[src/rtl/mode_control_module.sv]
// Kitchen hood mode FSM: button pulses to mode code, with timed
// hurricane / exit / self-clean modes and a one-second prescaler.
module mode_control_module #(
   parameter int MODE_WIDTH   = 3,
   parameter int COUNTER_1SEC = 99_999_999,
   parameter int TIME_WIDTH   = 8,
   parameter int THIRD_SEC    = 60,
   parameter int EXIT_SEC     = 60,
   parameter int CLEAN_SEC    = 180
) (
   input  logic                  clk,
   input  logic                  rstn,
   input  logic                  power_btn,
   input  logic                  first_btn,
   input  logic                  second_btn,
   input  logic                  third_btn,
   input  logic                  clean_btn,
   output logic [MODE_WIDTH-1:0] current_mode,
   output logic [TIME_WIDTH-1:0] remaining_sec,
   output logic                  third_used
);

   typedef enum logic [2:0] {
      S_OFF     = 3'd0,
      S_STANDBY = 3'd1,
      S_FIRST   = 3'd2,
      S_SECOND  = 3'd3,
      S_THIRD   = 3'd4,
      S_CLEAN   = 3'd5,
      S_EXIT    = 3'd6
   } state_t;

   localparam logic [TIME_WIDTH-1:0] LD_THIRD = TIME_WIDTH'(THIRD_SEC);
   localparam logic [TIME_WIDTH-1:0] LD_EXIT  = TIME_WIDTH'(EXIT_SEC);
   localparam logic [TIME_WIDTH-1:0] LD_CLEAN = TIME_WIDTH'(CLEAN_SEC);
   localparam logic [31:0]           TICK_MAX = 32'(COUNTER_1SEC);

   state_t                  state_q, state_d;
   logic [TIME_WIDTH-1:0]   rem_q, rem_d;
   logic                    used_q, used_d;
   logic [31:0]             tick_q, tick_d;
   logic                    timed;
   logic                    tick;
   logic                    expire;

   assign timed  = (state_q == S_THIRD) || (state_q == S_EXIT) ||
                   (state_q == S_CLEAN);
   assign tick   = timed && (tick_q == TICK_MAX);
   // A zero remaining count also expires so the counter cannot wrap.
   assign expire = tick && (rem_q <= TIME_WIDTH'(1));

   always_comb begin
      state_d = state_q;
      rem_d   = rem_q;
      used_d  = used_q;
      unique case (state_q)
         S_OFF: begin
            if (power_btn) begin
               state_d = S_STANDBY;
               used_d  = 1'b0;
            end
         end
         S_STANDBY: begin
            if (power_btn) begin
               state_d = S_OFF;
            end else if (clean_btn) begin
               state_d = S_CLEAN;
               rem_d   = LD_CLEAN;
            end else if (third_btn && !used_q) begin
               state_d = S_THIRD;
               rem_d   = LD_THIRD;
               used_d  = 1'b1;
            end else if (second_btn) begin
               state_d = S_SECOND;
            end else if (first_btn) begin
               state_d = S_FIRST;
            end
         end
         S_FIRST, S_SECOND: begin
            if (power_btn) begin
               state_d = S_STANDBY;
            end else if (third_btn && !used_q) begin
               state_d = S_THIRD;
               rem_d   = LD_THIRD;
               used_d  = 1'b1;
            end else if (second_btn) begin
               state_d = S_SECOND;
            end else if (first_btn) begin
               state_d = S_FIRST;
            end
         end
         S_THIRD: begin
            if (power_btn) begin
               state_d = S_EXIT;
               rem_d   = LD_EXIT;
            end else if (expire) begin
               state_d = S_SECOND;
               rem_d   = '0;
            end else if (tick) begin
               rem_d   = rem_q - TIME_WIDTH'(1);
            end
         end
         S_EXIT, S_CLEAN: begin
            if (power_btn) begin
               state_d = S_OFF;
               rem_d   = '0;
            end else if (expire) begin
               state_d = S_STANDBY;
               rem_d   = '0;
            end else if (tick) begin
               rem_d   = rem_q - TIME_WIDTH'(1);
            end
         end
         default: begin
            state_d = S_OFF;
            rem_d   = '0;
         end
      endcase
   end

   always_comb begin
      tick_d = tick_q + 32'd1;
      if (!timed || (state_d != state_q) || tick) begin
         tick_d = '0;
      end
   end

   always_ff @(posedge clk) begin
      if (!rstn) begin
         state_q <= S_OFF;
         rem_q   <= '0;
         used_q  <= 1'b0;
         tick_q  <= '0;
      end else begin
         state_q <= state_d;
         rem_q   <= rem_d;
         used_q  <= used_d;
         tick_q  <= tick_d;
      end
   end

   assign current_mode  = MODE_WIDTH'(state_q);
   assign remaining_sec = rem_q;
   assign third_used    = used_q;

endmodule

[config.mk]
export PLATFORM = sky130hd
export DESIGN_NAME = mode_control_module
export DESIGN_NICKNAME = d
export VERILOG_FILES = /design/src/rtl/mode_control_module.sv
export SDC_FILE = /design/constraint.sdc
export NUM_CORES = 1
export LEC_CHECK = 0
export BUFFER_PORTS_ARGS = -buffer_cell sky130_fd_sc_hd__buf_2
export CAP_MARGIN = 20
export CORE_UTILIZATION = 60
export DETAILED_ROUTE_END_ITERATION = 10
export PLACE_DENSITY = 0.8
export RECOVER_POWER = 50
export SLEW_MARGIN = 10
export SYNTH_ARGS = -nofsm -noshare
export SYNTH_HDL_FRONTEND = slang
export SYNTH_SLANG_ARGS = --single-unit
[constraint.sdc]
create_clock -name clk -period 6.7 [get_ports clk]
set_input_delay 1.005 -clock clk [delete_from_list [all_inputs] [get_ports clk]]
set_output_delay 1.005 -clock clk [all_outputs]
set_load 0.01 [all_outputs]
; Yosys cells after proc, flatten, opt, wreduce, memory -nomap -nowiden
; Cells that the tools add are included.
[word_totals]
register_bits = 44
wordCells = 64
[op_classes]
add_sub_neg = 2
magnitude_cmp = 1
n_eq_ne = 12
muxes = 27
n_bitwise = 2
n_reduce_logical = 16
[ops]
columns = cell, n
row1 = two-way mux 8 bit, 8
row2 = one-hot mux 8 bit (5 select lines), 1
row3 = two-way mux 3 bit, 11
row4 = "adder 32 x 1 -> 32 bit, second input constant", 1
row5 = "== test 32 x 27 -> 1 bit, second input constant", 1
row6 = one-hot mux 3 bit (5 select lines), 1
row7 = "== test 3 bit, second input constant", 3
row8 = "<= comparator 8 x 1 -> 1 bit, second input constant", 1
row9 = "!= test 2 bit, second input constant", 4
row10 = "subtractor 8 x 1 -> 8 bit, second input constant", 1
row11 = "== test 3 x 2 -> 1 bit, second input constant", 2
row12 = OR reduction 2 bit, 3
row13 = two-way mux 1 bit, 5
row14 = AND reduction 5 bit, 1
row15 = logical OR 1 bit, 4
row16 = "== test 3 x 1 -> 1 bit, second input constant", 1
row17 = logical AND 1 bit, 3
row18 = zero test 3 bit, 1
row19 = != test 3 bit, 1
row20 = one-hot mux 1 bit (3 select lines), 1
row21 = AND reduction 3 bit, 1
row22 = nonzero test 3 bit, 1
row23 = zero test 1 bit, 2
row24 = inverter 1 bit, 2

; Depth between registers and ports, before layout
[depth]
ltp_word = 12
ltp_mapped = 9
depth_no_buf = 8

; Worst setup path after synthesis
; OpenSTA, ideal clock, no wires.
[synth_timing]
path_kind = reg2reg
from = register rem_q[5], in the netlist remaining_sec[5]
to = register tick_q[2]
arrival_ns = 2.351
required_ns = 6.585
slack_ns = 4.234
stages_incl_launch_ff = 8
path_buffers = 1
cell_sequence = dfxtp_1 or4_4 or4_4 or4_4 a22o_4 nand2_4 buf_8 nor2_1
[synth_via]
elab_chain_cells = 9
word_cells_on_any_way = 11
[synth_rtl]
columns = item, line
row1 = start: declaration, 39  ; logic [TIME_WIDTH-1:0] rem_q, rem_d;
row2 = start signal: assignment, 136  ; rem_q <= rem_d;
row3 = <= comparator 8 x 1 -> 1 bit (*), 50  ; assign expire = tick && (rem_q <= TIME_WIDTH'(1));
row4 = logical AND 1 bit (*), 50
row5 = two-way mux 3 bit (on tied branches), "107, 96"
row6 = two-way mux 3 bit (on tied branches), "104, 93"
row7 = one-hot mux 3 bit (5 select lines) (*), 56  ; unique case (state_q)
row8 = != test 3 bit (*), 123  ; if (!timed || (state_d != state_q) || tick) begin
row9 = logical OR 1 bit (*) (2 in series), 123
row10 = OR reduction 2 bit (no source line) (*), n/a
row11 = end signal: assignment, 138  ; tick_q <= tick_d;
row12 = end: declaration, 41  ; logic [31:0] tick_q, tick_d;
; Every way passes the cells marked *; elsewhere a longest branch is shown, timed or not.
; A chain may end at the register's enable or synchronous reset.

; Final worst setup path
[layout_timing]
from = register rem_q[3], in the netlist remaining_sec[3]
to = register tick_q[8]
; Same word-level chain as after synthesis.

==> flow_summary.toml <==
[pwr]
seq_power_share = 0.486
p_clk_frac = 0.331
leakagePower_nw = 0.867
p_sw_mw = 0.171
pwr-share-comb = 0.183
power.density_mw_per_mm2 = 238
vdd_drop_max_uv = 135
power.internal_mw = 0.427
sw_frac_of_total = 0.286

[critical_path]
reg2reg_to = "tick_q[8]"
worstPathMaxFanout = 31
cp_slowest_cell = "nand2_1"
worst_ep_required_time_ns = 6.85
worstReg2RegStart = "remaining_sec[3]"
worstSetupPathType = "flip-flop to flip-flop"
cp_top_family = "simple AND/OR/NAND/NOR gates"
crit_path_end_kind = "flip-flop"
max_stage_delay_ns = 0.73
worstPathCellList = "or4_4 -> or4_4 -> or4_1 -> a22o_4 -> nand2_1 -> nor2_1"
path_buf_inv = 0
cp-start-kind = "flip-flop"
regToRegSetupSlack_ns = 3.47
crit_path_frequent_cell = "or4_4"
reg2reg_depth = 6
cp_num_cells = 6
arrival_ns = 3.37

[global_route]
grt_pass1_wl_um = 8340
overflow = 0
grt_util_all_layers = 0.254
grt_max_degree = 32
grt_antenna_before_repair = 0
grt_pass1_vias = 1948

[placed_design]
gp_congestion = 0.944
port_buffers = 18
dp_hpwl_um = 3460

[floorplan]
fp-row-count = 22
die_x_um = 64.7
start_util = 0.635
dieHeight_um = 64.7
pin_count = 19
die_area_mm2 = 0.00419
core_mm2 = 0.00372

[min_path]
hold_depth = 1
worstHoldStart = "tick_q[0]"
min_path_type = "flip-flop to flip-flop"
hold_path_end = "tick_q[0]"

[logic_synthesis]
yosys_warnings = 0
avgSynthCellArea_um2 = 8.22
ys_seq_elements = 44
synth_nets = 297
ys_seq_area_frac = 0.373
synth_top_flop_cell = "dfxtp_1"
synth_edf_count = 0
yosysUniqueCellTypes = 45
netlist_area_mm2 = 0.00236
syn_inst = 287
synthArstFlopShare = 0

[timing]
relSlewSlack = 0.339
skew_ns = 0.00935
fmax_mhz = 310
setup-tns-final_ns = 0
maxSlewViolCount = 0
setup_viol = 0
final-hold-violation-count = 0
rsz0062_at_grt = "no"
fin_crit_sh = 0.482
whs_ns = 0.495
fin_crit_ns = 3.23
worstMarginPinSlew_ns = 0.989

[layout]
final_cell_mix = "nor2_1 (45), dfxtp_1 (44), xor2_1 (26), nand3_1 (19), nand2_1 (17)"
final_common_cell = "nor2_1"
drive_gt1_frac = 0.0526
fin_nets = 313
antenna_cells = 0
area_growth_syn_to_layout_pct = 6.68

[route]
finalWirelength_um = 4790
drtIter0Drc = 277
vias = 2096
drc_errors = 0
wl_per_cell_um = 13.6
drtPass1Iterations = 5
vias_per_cell = 5.95
detail-route-antenna-nets = 0

[clock_network]
cts_tree = "built"
clockBufferDepth = 2
cts_resized = 0
numCtsBuffers = 5
ctsHoldBuffers = 0
clk_pin_slew_ns = 0.08
clk_latency_ns = 0.30
htree_levels = 2
postCtsSetupBuffers = 0
cts-root-buf = "clkbuf_8"
cts_sinks = 44

[run_status]
status = "finished, final reports clean"

[flow_run]
cap_violations = 0
==> Yosys cell counts (all sizes together) (2+ instances only) <==
library cell | n | area (um2)
ha | 3 | 37.5
a21oi | 13 | 65.1
buf | 3 | 45.0
o21ai | 14 | 70.1
a21boi | 2 | 15.0
a22o | 2 | 26.3
o22ai | 3 | 18.8
dfxtp | 44 | 881
o21a | 2 | 15.0
clkbuf | 6 | 22.5
inv | 10 | 37.5
a221oi | 2 | 17.5
or4 | 4 | 41.3
nand4 | 10 | 62.6
nor4 | 11 | 68.8
nand2 | 17 | 71.3
xor2 | 26 | 228
nor2b | 4 | 25.0
nand3 | 19 | 95.1
nand2b | 2 | 12.5
and2 | 2 | 12.5
xnor2 | 7 | 61.3
nor4b | 2 | 17.5
a21o | 2 | 15.0
and3 | 6 | 37.5
nor2 | 45 | 169
or3 | 2 | 12.5
a31oi | 2 | 12.5
nor3 | 7 | 40.0
and4 | 4 | 35.0
==> registers in the layout, indices dropped and copies added (netlist names) <==
register and flops:
current_mode 3, tick_q 32, remaining_sec 8, third_used 1
==> power by group through the flow <==
| stage | sequential (mW) | clock [mW] | combinational, mW |
|---|---|---|---|
| after detailed placement | 0.296 | 0 | 0.110 |
| after global placement | 0.296 | 0 | 0.111 |
| after global routing | 0.293 | 0.214 | 0.120 |
| after floorplan | 0.291 | 0 | 0.0875 |
| after CTS | 0.290 | 0.203 | 0.112 |
| final | 0.291 | 0.198 | 0.109 |
==> how the worst max path moves through the flow <==
stage	end	slack, ns	from
2_1_floorplan	tick_q[2]	4.23	remaining_sec[5]
3_3_place_gp	tick_q[25]	4.09	remaining_sec[3]
3_5_place_dp	tick_q[8]	4.07	remaining_sec[3]
4_1_cts	tick_q[8]	4.04	remaining_sec[3]
5_1_grt	tick_q[24]	3.25	current_mode[2]
6_report	tick_q[8]	3.47	remaining_sec[3]
==> routing by layer <==
layer / vias to the layer above / track usage / part of all wire
li1: 1063 / - / -
met1: 958 / 0.307 / 0.46
met2: 61 / 0.418 / 0.47
met3: 14 / 0.0423 / 0.042
met4: 0 / 0.150 / 0.030
met5: - / 0 / 0
==> stage by stage <==
| step | total power [mW] | cell area [um2] | std cells | utilization | setup WS, ns |
|---|---|---|---|---|---|
| 6_report | 0.598 | 2520 | 352 | 0.677 | 3.47 |
| 5_1_grt | 0.627 | 2520 | 352 | 0.677 | 3.25 |
| 4_1_cts | 0.605 | 2550 | 352 | 0.686 | 4.04 |
| 3_5_place_dp | 0.406 | 2440 | 344 | 0.657 | 4.07 |
| 3_3_place_gp | 0.407 | 2440 | 344 | 0.657 | 4.09 |
| 2_1_floorplan | 0.378 | 2360 | 287 | - | 4.23 |
==> layout make-up <==
cell class,count,area (um2)
Tap cell,48,60.1
Sequential cell,44,881
Clock inverter,2,35.0
Timing Repair Buffer,18,73.8
Fill cell,323,1200
Inverter,10,37.5
Multi-Input combinational cell,224,1360
Clock buffer,6,72.6
==> logic make-up after synthesis <==
family | after synthesis | synth area share
simple gates | 137 | 0.303
fa+ha+maj | 3 | 0.0159
compound gates | 51 | 0.141
flops | 44 | 0.373
buf+inv | 19 | 0.0445
xor+xnor | 33 | 0.122
No activity file was read; power rests on OpenSTA's default activity.
